### src/rtl/code_conv_pkg.sv
// ---------------------------------------------------------------------------
// code_conv_pkg
// Shared definitions for the code converter / accumulator slice.
//   - default parameter values used by code_conv_accum
//   - conversion mode encoding (sampled with each accepted code)
//   - saturation limits for the default accumulator width
// ---------------------------------------------------------------------------
package code_conv_pkg;

   localparam int unsigned DEF_W     = 4;
   localparam int unsigned DEF_ACC_W = 8;
   localparam int unsigned DEF_STEP  = 1;
   localparam int unsigned DEF_SAT   = 0;
   localparam int unsigned DEF_ERR_W = 8;

   // Clamp limits of the default-width accumulator when saturating.
   localparam int unsigned DEF_ACC_MIN = 0;
   localparam int unsigned DEF_ACC_MAX = (2 ** DEF_ACC_W) - 1;

   typedef enum logic {
      MODE_B2G = 1'b0,   // binary -> Gray
      MODE_G2B = 1'b1    // Gray -> binary
   } mode_e;

endpackage

### src/rtl/code_conv_core.sv
// ---------------------------------------------------------------------------
// code_conv_core
// Purely combinational code converter with range checks.
// Ports:
//   A       in  W   input code
//   mode    in  1   0 = binary->Gray, 1 = Gray->binary
//   conv    out W   converted code
//   in_err  out 1   A is above CODE_MAX
//   out_err out 1   conv is above OUT_MAX
// ---------------------------------------------------------------------------
module code_conv_core
   import code_conv_pkg::*;
#(
   parameter int unsigned W        = DEF_W,
   parameter int unsigned CODE_MAX = (2 ** W) - 1,
   parameter int unsigned OUT_MAX  = (2 ** W) - 1
) (
   input  logic [W-1:0] A,
   input  logic         mode,
   output logic [W-1:0] conv,
   output logic         in_err,
   output logic         out_err
);

   localparam logic [31:0] CODE_MAX_V = CODE_MAX;
   localparam logic [31:0] OUT_MAX_V  = OUT_MAX;

   logic [W-1:0] gray;
   logic [W-1:0] bin;

   assign gray = A ^ (A >> 1);

   // Gray->binary: bit i is the XOR of all input bits at or above i.
   // Computed per bit as a reduction so there is no bit-to-bit feedback.
   always_comb begin
      bin = '0;
      for (int i = 0; i < int'(W); i++) begin
         bin[i] = ^(A >> i);
      end
   end

   assign conv    = (mode == MODE_G2B) ? bin : gray;
   assign in_err  = 32'(A)    > CODE_MAX_V;
   assign out_err = 32'(conv) > OUT_MAX_V;

endmodule

### src/rtl/code_conv_accum.sv
// ---------------------------------------------------------------------------
// code_conv_accum
// Converts each accepted code (binary<->Gray), range-checks it, registers
// the result in a single output stage and steps an up/down accumulator.
// Ports:
//   clk        in   1      system clock (rising edge)
//   rst_n      in   1      asynchronous active-low reset
//   clear      in   1      synchronous clear of sum, err_cnt, acc_ovf
//   mode       in   1      0 = binary->Gray, 1 = Gray->binary
//   in_valid   in   1      A is presented
//   in_ready   out  1      block can accept A this cycle
//   A          in   W      input code
//   out_valid  out  1      B/incorrect hold a result
//   out_ready  in   1      downstream consumes the result
//   B          out  W      converted code (registered)
//   incorrect  out  1      input or output range error for the result in B
//   sum        out  ACC_W  accumulator
//   err_cnt    out  ERR_W  saturating count of incorrect results
//   acc_ovf    out  1      one-cycle pulse: accumulator wrapped or clamped
//
// Handshake: a transfer happens on a rising edge where valid && ready.
// Input side: accept = in_valid && in_ready, in_ready = !out_valid ||
// out_ready, so a held result frees its slot in the same cycle it is
// consumed. Output side: while out_valid && !out_ready, B, incorrect and
// out_valid do not change; out_valid drops after consumption unless a new
// code is accepted on that same edge.
// ---------------------------------------------------------------------------
module code_conv_accum
   import code_conv_pkg::*;
#(
   parameter int unsigned W        = DEF_W,
   parameter int unsigned CODE_MAX = (2 ** W) - 1,
   parameter int unsigned OUT_MAX  = (2 ** W) - 1,
   parameter int unsigned ACC_W    = DEF_ACC_W,
   parameter int unsigned STEP     = DEF_STEP,
   parameter int unsigned SAT      = DEF_SAT,
   parameter int unsigned ERR_W    = DEF_ERR_W
) (
   input  logic             clk,
   input  logic             rst_n,
   input  logic             clear,
   input  logic             mode,
   input  logic             in_valid,
   output logic             in_ready,
   input  logic [W-1:0]     A,
   output logic             out_valid,
   input  logic             out_ready,
   output logic [W-1:0]     B,
   output logic             incorrect,
   output logic [ACC_W-1:0] sum,
   output logic [ERR_W-1:0] err_cnt,
   output logic             acc_ovf
);

   localparam logic [ACC_W:0]   STEP_V  = (ACC_W + 1)'(STEP);
   localparam logic [ERR_W-1:0] ERR_ONE = ERR_W'(1);

   logic [W-1:0]     conv;
   logic             in_err;
   logic             out_err;
   logic             bad;
   logic             accept;
   logic             step_en;
   logic [ACC_W:0]   sum_ext;
   logic [ACC_W:0]   raw;
   logic [ACC_W-1:0] sum_nxt;
   logic             ovf_evt;

   code_conv_core #(
      .W        (W),
      .CODE_MAX (CODE_MAX),
      .OUT_MAX  (OUT_MAX)
   ) u_core (
      .A       (A),
      .mode    (mode),
      .conv    (conv),
      .in_err  (in_err),
      .out_err (out_err)
   );

   assign bad      = in_err | out_err;
   assign in_ready = !out_valid || out_ready;
   assign accept   = in_valid && in_ready;
   assign step_en  = accept && !bad && (conv != '0);

   // One extra bit above the accumulator catches carry (up) and borrow
   // (down). Odd results count down, even nonzero results count up.
   always_comb begin
      sum_ext = {1'b0, sum};
      if (conv[0]) begin
         raw = sum_ext - STEP_V;
      end else begin
         raw = sum_ext + STEP_V;
      end
      ovf_evt = raw[ACC_W];
      if ((SAT != 0) && ovf_evt) begin
         sum_nxt = conv[0] ? '0 : '1;
      end else begin
         sum_nxt = raw[ACC_W-1:0];
      end
   end

   // Output register stage.
   always_ff @(posedge clk or negedge rst_n) begin
      if (!rst_n) begin
         out_valid <= 1'b0;
         B         <= '0;
         incorrect <= 1'b0;
      end else if (accept) begin
         out_valid <= 1'b1;
         B         <= conv;
         incorrect <= bad;
      end else if (out_ready) begin
         out_valid <= 1'b0;
      end
   end

   // Accumulator and error counter; clear wins over a same-cycle accept.
   always_ff @(posedge clk or negedge rst_n) begin
      if (!rst_n) begin
         sum     <= '0;
         err_cnt <= '0;
         acc_ovf <= 1'b0;
      end else if (clear) begin
         sum     <= '0;
         err_cnt <= '0;
         acc_ovf <= 1'b0;
      end else begin
         acc_ovf <= 1'b0;
         if (step_en) begin
            sum     <= sum_nxt;
            acc_ovf <= ovf_evt;
         end
         if (accept && bad && (err_cnt != '1)) begin
            err_cnt <= err_cnt + ERR_ONE;
         end
      end
   end

endmodule

### config.mk
export PLATFORM = sky130hd
export DESIGN_NAME = code_conv_accum
export DESIGN_NICKNAME = d
export VERILOG_FILES = /design/src/rtl/code_conv_pkg.sv /design/src/rtl/code_conv_core.sv /design/src/rtl/code_conv_accum.sv
export SDC_FILE = /design/constraint.sdc
export NUM_CORES = 1
export LEC_CHECK = 0
export ABC_AREA = 1
export BUFFER_PORTS_ARGS = -buffer_cell sky130_fd_sc_hd__buf_2
export CAP_MARGIN = 20
export CORE_ASPECT_RATIO = 1.2
export CORE_UTILIZATION = 55
export CTS_CLUSTER_DIAMETER = 100
export DETAILED_ROUTE_END_ITERATION = 16
export PLACE_DENSITY = 0.85
export SYNTH_ARGS = -nofsm -noshare
export SYNTH_HDL_FRONTEND = slang
export SYNTH_SLANG_ARGS = --single-unit
export TNS_END_PERCENT = 1
### constraint.sdc
create_clock -name clk -period 3.05 [get_ports clk]
set_input_delay 0.1525 -clock clk [delete_from_list [all_inputs] [get_ports clk]]
set_output_delay 0.1525 -clock clk [all_outputs]
set_load 0.02 [all_outputs]
After elaboration in Yosys (flattened, before gate mapping). Index checks and enable logic that the tools add are counted.

Flip-flop bits (word level): 14. Input port bits: 10. Output and inout bits: 24.

$add $sub $neg: 2. Multiplexer cells: 8. Bitwise gates (word level): 1. Reductions and logical operators: 11.

Operators with widths (count): 8-bit 2-to-1 mux (2); 4-bit XOR reduction (4); 8-bit by 1-bit adder with 9-bit output (second input constant) (1); 9-bit 2-to-1 mux (1); 8-bit by 1-bit subtractor with 9-bit output (second input constant) (1); 1-bit 2-to-1 mux (4); 4-bit 2-to-1 mux (1); 2-bit nonzero test (2); 4-bit nonzero test (1); 4-bit by 3-bit bitwise XOR with 4-bit output (1); 1-bit logical AND (2); 1-bit zero test (1); 1-bit logical OR (1).

Depth between registers and ports, before layout.
Depth in word-level cells: 6. Depth in mapped cells: 14.

Cells and area by module. From an unflattened synthesis, not the netlist that was laid out.

Cell total of the unflattened synthesis: 231. Area total of the unflattened synthesis: 1609.0 µm².

Modules (own cells, without submodules): code_conv_accum (times used 1, cells an instance 201, area each 1472.7 µm², seq. area each 575.6 µm²); code_conv_core (times used 1, cells an instance 30, area each 136.4 µm², seq. area each 0.0 µm²).

Worst setup path after synthesis. Ideal clock, no wire load.

Path kind: input to register. Start point: input A[3]. End point: register sum[5]. Setup time: 0.118 ns. Arrival: 1.634 ns. Required time: 2.932 ns. Path slack: 1.298 ns. Cell stages on the path: 12. Path buffers: 0. Cell sequence: nand2_1 -> inv_1 -> nor2_2 -> nand3_2 -> nand2_1 -> inv_1 -> ha_1 -> or2_2 -> nand3b_1 -> nand3b_1 -> nand4_1 -> nand2_1.

Cells in the longest elaborated chain, start to end: 5. Elaborated cells between the ends (all ways): 12. Classes of those cells: 4 x mux; 1 x bitwise; 7 x reduce/logical.

RTL lines: start: declaration (RTL line code_conv_accum.sv:45) `input logic [W-1:0] A,`; 4-bit XOR reduction * (RTL line code_conv_core.sv:38) `bin[i] = ^(A >> i);`; 4-bit 2-to-1 mux * (RTL line code_conv_core.sv:42) `assign conv = (mode == MODE_G2B) ? bin : gray;`; via conv[0] (RTL line code_conv_accum.sv:58) `logic [W-1:0] conv;`; 9-bit 2-to-1 mux / 4-bit nonzero test (equally long branches) (RTL line code_conv_accum.sv:90, code_conv_accum.sv:84); 8-bit 2-to-1 mux / 1-bit logical AND (equally long branches) (RTL line code_conv_accum.sv:130, code_conv_accum.sv:84); 8-bit 2-to-1 mux / 2-bit nonzero test (equally long branches); end signal: assignment (RTL line code_conv_accum.sv:131) `sum <= sum_nxt;`; end: declaration (RTL line code_conv_accum.sv:50) `output logic [ACC_W-1:0] sum,`.

The timed path passes the listed nets; every way through them passes the cells marked *. The select of a mux whose other input is x is not followed. A chain may end at the register's enable or synchronous reset.

Final worst setup path.
Start point: input A[2]. End point: register sum[7].

Same word-level chain as after synthesis.

==> key figures <==
Status
  • Run status: finished with violations
  • Violations in the final reports: DRC

Setup path
  • Cell-by-cell listing of the critical path: buf_2 -> nand2_1 -> inv_1 -> nor2_2 -> nand3_2 -> nand2_1 -> inv_1 -> ha_1 -> or2_2 -> nand3_1 -> nand2_1 -> nand2_1 -> nand4_1 -> nand2_1
  • Setup CP Type: in -> reg
  • Setup slack of the most critical reg-to-reg path: 1.42 ns
  • Critical R2R Capture: acc_ovf
  • Highest-delay cell along the critical path: ha_1
  • Worst reg2reg path depth: 9
  • Worst setup SP type: input pin
  • Required time reported for the critical path endpoint: 3.27 ns
  • Max incr delay on CP: 0.36 ns
  • Reg2Reg Launch Point: sum[0]
  • WP data arrival: 2.00 ns
  • Worst setup EP type: flop
  • Worst Path Max Fanout: 7
  • Most frequent CP cell: nand2_1

Job
  • Max_cap viols: 0

Timing
  • Final period utilization: 58.4%
  • Time the final worst path needs with I/O delays and setup: 1.78 ns
  • Highest achievable clock rate: 561 MHz
  • Fin. max-slew vios: 0
  • Final total negative setup slack: 0 ns
  • Unrepaired setup endpoints after global routing: no
  • Number of failing setup endpoints in the final timing report: 0
  • Final hold vios: 0
  • Clock skew after layout: 0.00723 ns
  • Worst setup slack after layout: 1.27 ns

Logic synthesis
  • Largest area contributor in the netlist: dfrtp_1
  • Count of warnings emitted by yosys: 0
  • Cell variety after synth: 25
  • Number of synthesized register bits: 14
  • Most used flip-flop cell after synthesis: dfrtp_1
  • Biggest area contributors in the synthesized netlist: dfrtp_1 31%, nand2_1 18%, ha_1 7.8%
  • Share of async-settable or async-resettable flops after synthesis: 100%
  • Synthesized area per cell: 7.23 µm²
  • Number of enable flip-flop cells after synthesis: 0
  • Mapped Cells: 156
  • Area share of the largest cell type after synthesis: 31.1%
  • Cell area after technology mapping: 1130 µm²
  • Sequential fraction of the synthesis area: 31.1%

GRT
  • Via count of the first global-routing pass: 974
  • Remaining global-route overflow: 0
  • Global routing's busiest layer: met2
  • Maximum number of pins on one net before global-route repair: 15
  • Met1 global-route usage: 24.0%
  • GRT Resource Usage Total: 22.6%
  • Global-route wire length before repair: 3820 µm
  • Met3 Track Usage GR: 2.08%
  • Antenna violations before repair: 0
  • Fraction of met2 tracks used by global routing: 43.4%

Cells and area
  • Highest-count cells in the layout ignoring fill and taps: 55 x nand2_1, 24 x buf_2, 20 x inv_1
  • Layout filler cell count: 169
  • Commonest non-fill, non-tap cell in the layout: nand2_1
  • Syn-to-layout area delta: 13.5%
  • Final-stage net count: 203
  • Proportion of layout cells with a drive suffix above 1: 20.7%
  • Cell area after layout: 1280 µm²
  • Antenna diode count: 0

Drt
  • Post-DR wirelength/cell: 10.9 µm
  • Final wirelength: 2210 µm
  • Iteration count of the initial detailed-routing pass: 10
  • Iter 0 DRT Violations: 10
  • Residual antenna-violating net count after detailed routing: 0
  • DR vias/cell: 5.04
  • Vias: 1024
  • Drc violations: 2

CTS
  • Buffers inserted by post-CTS timing repair: 0
  • Number of levels the H-tree was split into: 1
  • Worst-skew pair later-pin latency: 0.28 ns
  • CTS-repair resized insts: 0
  • Total CTS buffers: 3
  • Clock-pin transition on the worst setup and hold timing paths: 0.08 ns
  • Number of sinks driven by the clock tree: 14
  • Cell at the root of the clock tree: clkbuf_4
  • TritonCTS clock tree: built
  • Max Root-Sink Buffers: 2
  • Hold_buf cts: 1

Hold path
  • Startpoint of the worst hold path: in_valid
  • Min-delay worst type: in -> reg
  • Cell depth of the worst hold path: 3
  • Hold Path End: out_valid

Die
  • Die H: 51.6 µm
  • Site Rows: 17
  • Horizontal extent of the die: 43.3 µm
  • Starting utilization of the core area: 59.6%
  • Die outline area: 2240 µm²
  • Number of I/O pins: 34
  • Placeable core region: 1890 µm²

Place
  • Post-placement cell area: 1230 µm²
  • Weighted congestion reported at the end of routability-driven placement: 0.878
  • Number of buffer cells added on primary ports: 24
  • Post-Place Setup Slack: 0.969 ns
  • Half-perimeter wire length after placement: 1850 µm

Power
  • Sum of internal, switching and leakage power: 852 µW
  • Leakage Power: 0.769 nW
  • Peak supply drop: 0.347 mV
  • Power per Cell Area: 666 nW/µm²
flip-flops by register name (all words and copies together), names as in the netlist:
register   cells
B              4
acc_ovf        1
out_valid      1
sum            8
kinds of logic after synthesis:
kind of cell / after synthesis / synth area share [%]
simple gates: 87 / 35.6
buf+inv: 31 / 13.5
flops: 14 / 31.1
compound gates: 9 / 5.22
fa+ha+maj: 8 / 9.54
xor+xnor: 6 / 4.66
other cells: 1 / 0.333
layer usage:
layer | part of all wire [%] | wire length [µm] | vias to the layer above
met5 | 0 | 0 | -
met4 | 2.5 | 56 | 0
met3 | 2.8 | 62 | 7
met2 | 54 | 1190 | 21
met1 | 41 | 906 | 468
li1 | - | - | 528
power breakdown:
group / leakage (nW) / switching (mW) / total, mW / internal [mW]
combinational: 0.569 / 0.288 / 0.460 / 0.172
sequential: 0.178 / 0.0316 / 0.258 / 0.226
clock: 0.0210 / 0.0615 / 0.134 / 0.0727
total: 0.769 / 0.381 / 0.852 / 0.471
cell usage after synthesis, drive strengths merged, types with 2 or more instances:
cell type and instances:
a21oi 3, buf 9, dfrtp 14, ha 7, inv 22, nand2 57, nand3 12, nand3b 2
nand4 5, nor2 10, o21ai 5, xnor2 5
metrics by stage:
step | hold slack (ns) | std cells | util (%)
floorplan | -0.143 | 164 | -
global placement | 0.0679 | 198 | 65.2
detailed placement | 0.0701 | 198 | 65.2
CTS | 0.0996 | 203 | 67.6
global route | 0.0924 | 203 | 67.6
finish | 0.106 | 203 | 67.6
cell type report:
| type | instances | area (µm²) | area share (%) |
|---|---|---|---|
| Sequential cell | 14 | 350 | 27.4 |
| Multi-Input combinational cell | 119 | 654 | 51.1 |
| Timing Repair Buffer | 25 | 130 | 10.2 |
| Tap cell | 19 | 23.8 | 1.86 |
| Inverter | 22 | 85.1 | 6.65 |
| Clock buffer | 4 | 36.3 | 2.83 |
worst max-delay path, delay by kind of cell:
family | cells | cell delay [ns]
buffers and inverters | 3 | 0.34
adder cells (fa/ha/maj) | 1 | 0.36
AND/OR/NAND/NOR | 10 | 1.16
worst max path at each step:
stage                     from  cells after the start     end  slack [ns]
after floorplan           A[3]                     12  sum[5]        1.30
after global placement    A[2]                     13  sum[7]        1.05
after detailed placement  A[3]                     14  sum[7]        0.97
after CTS                 A[3]                     14  sum[7]        1.26
after global routing      A[2]                     15  sum[7]        1.05
final                     A[2]                     14  sum[7]        1.27
No activity file was read; power rests on OpenSTA's default activity.
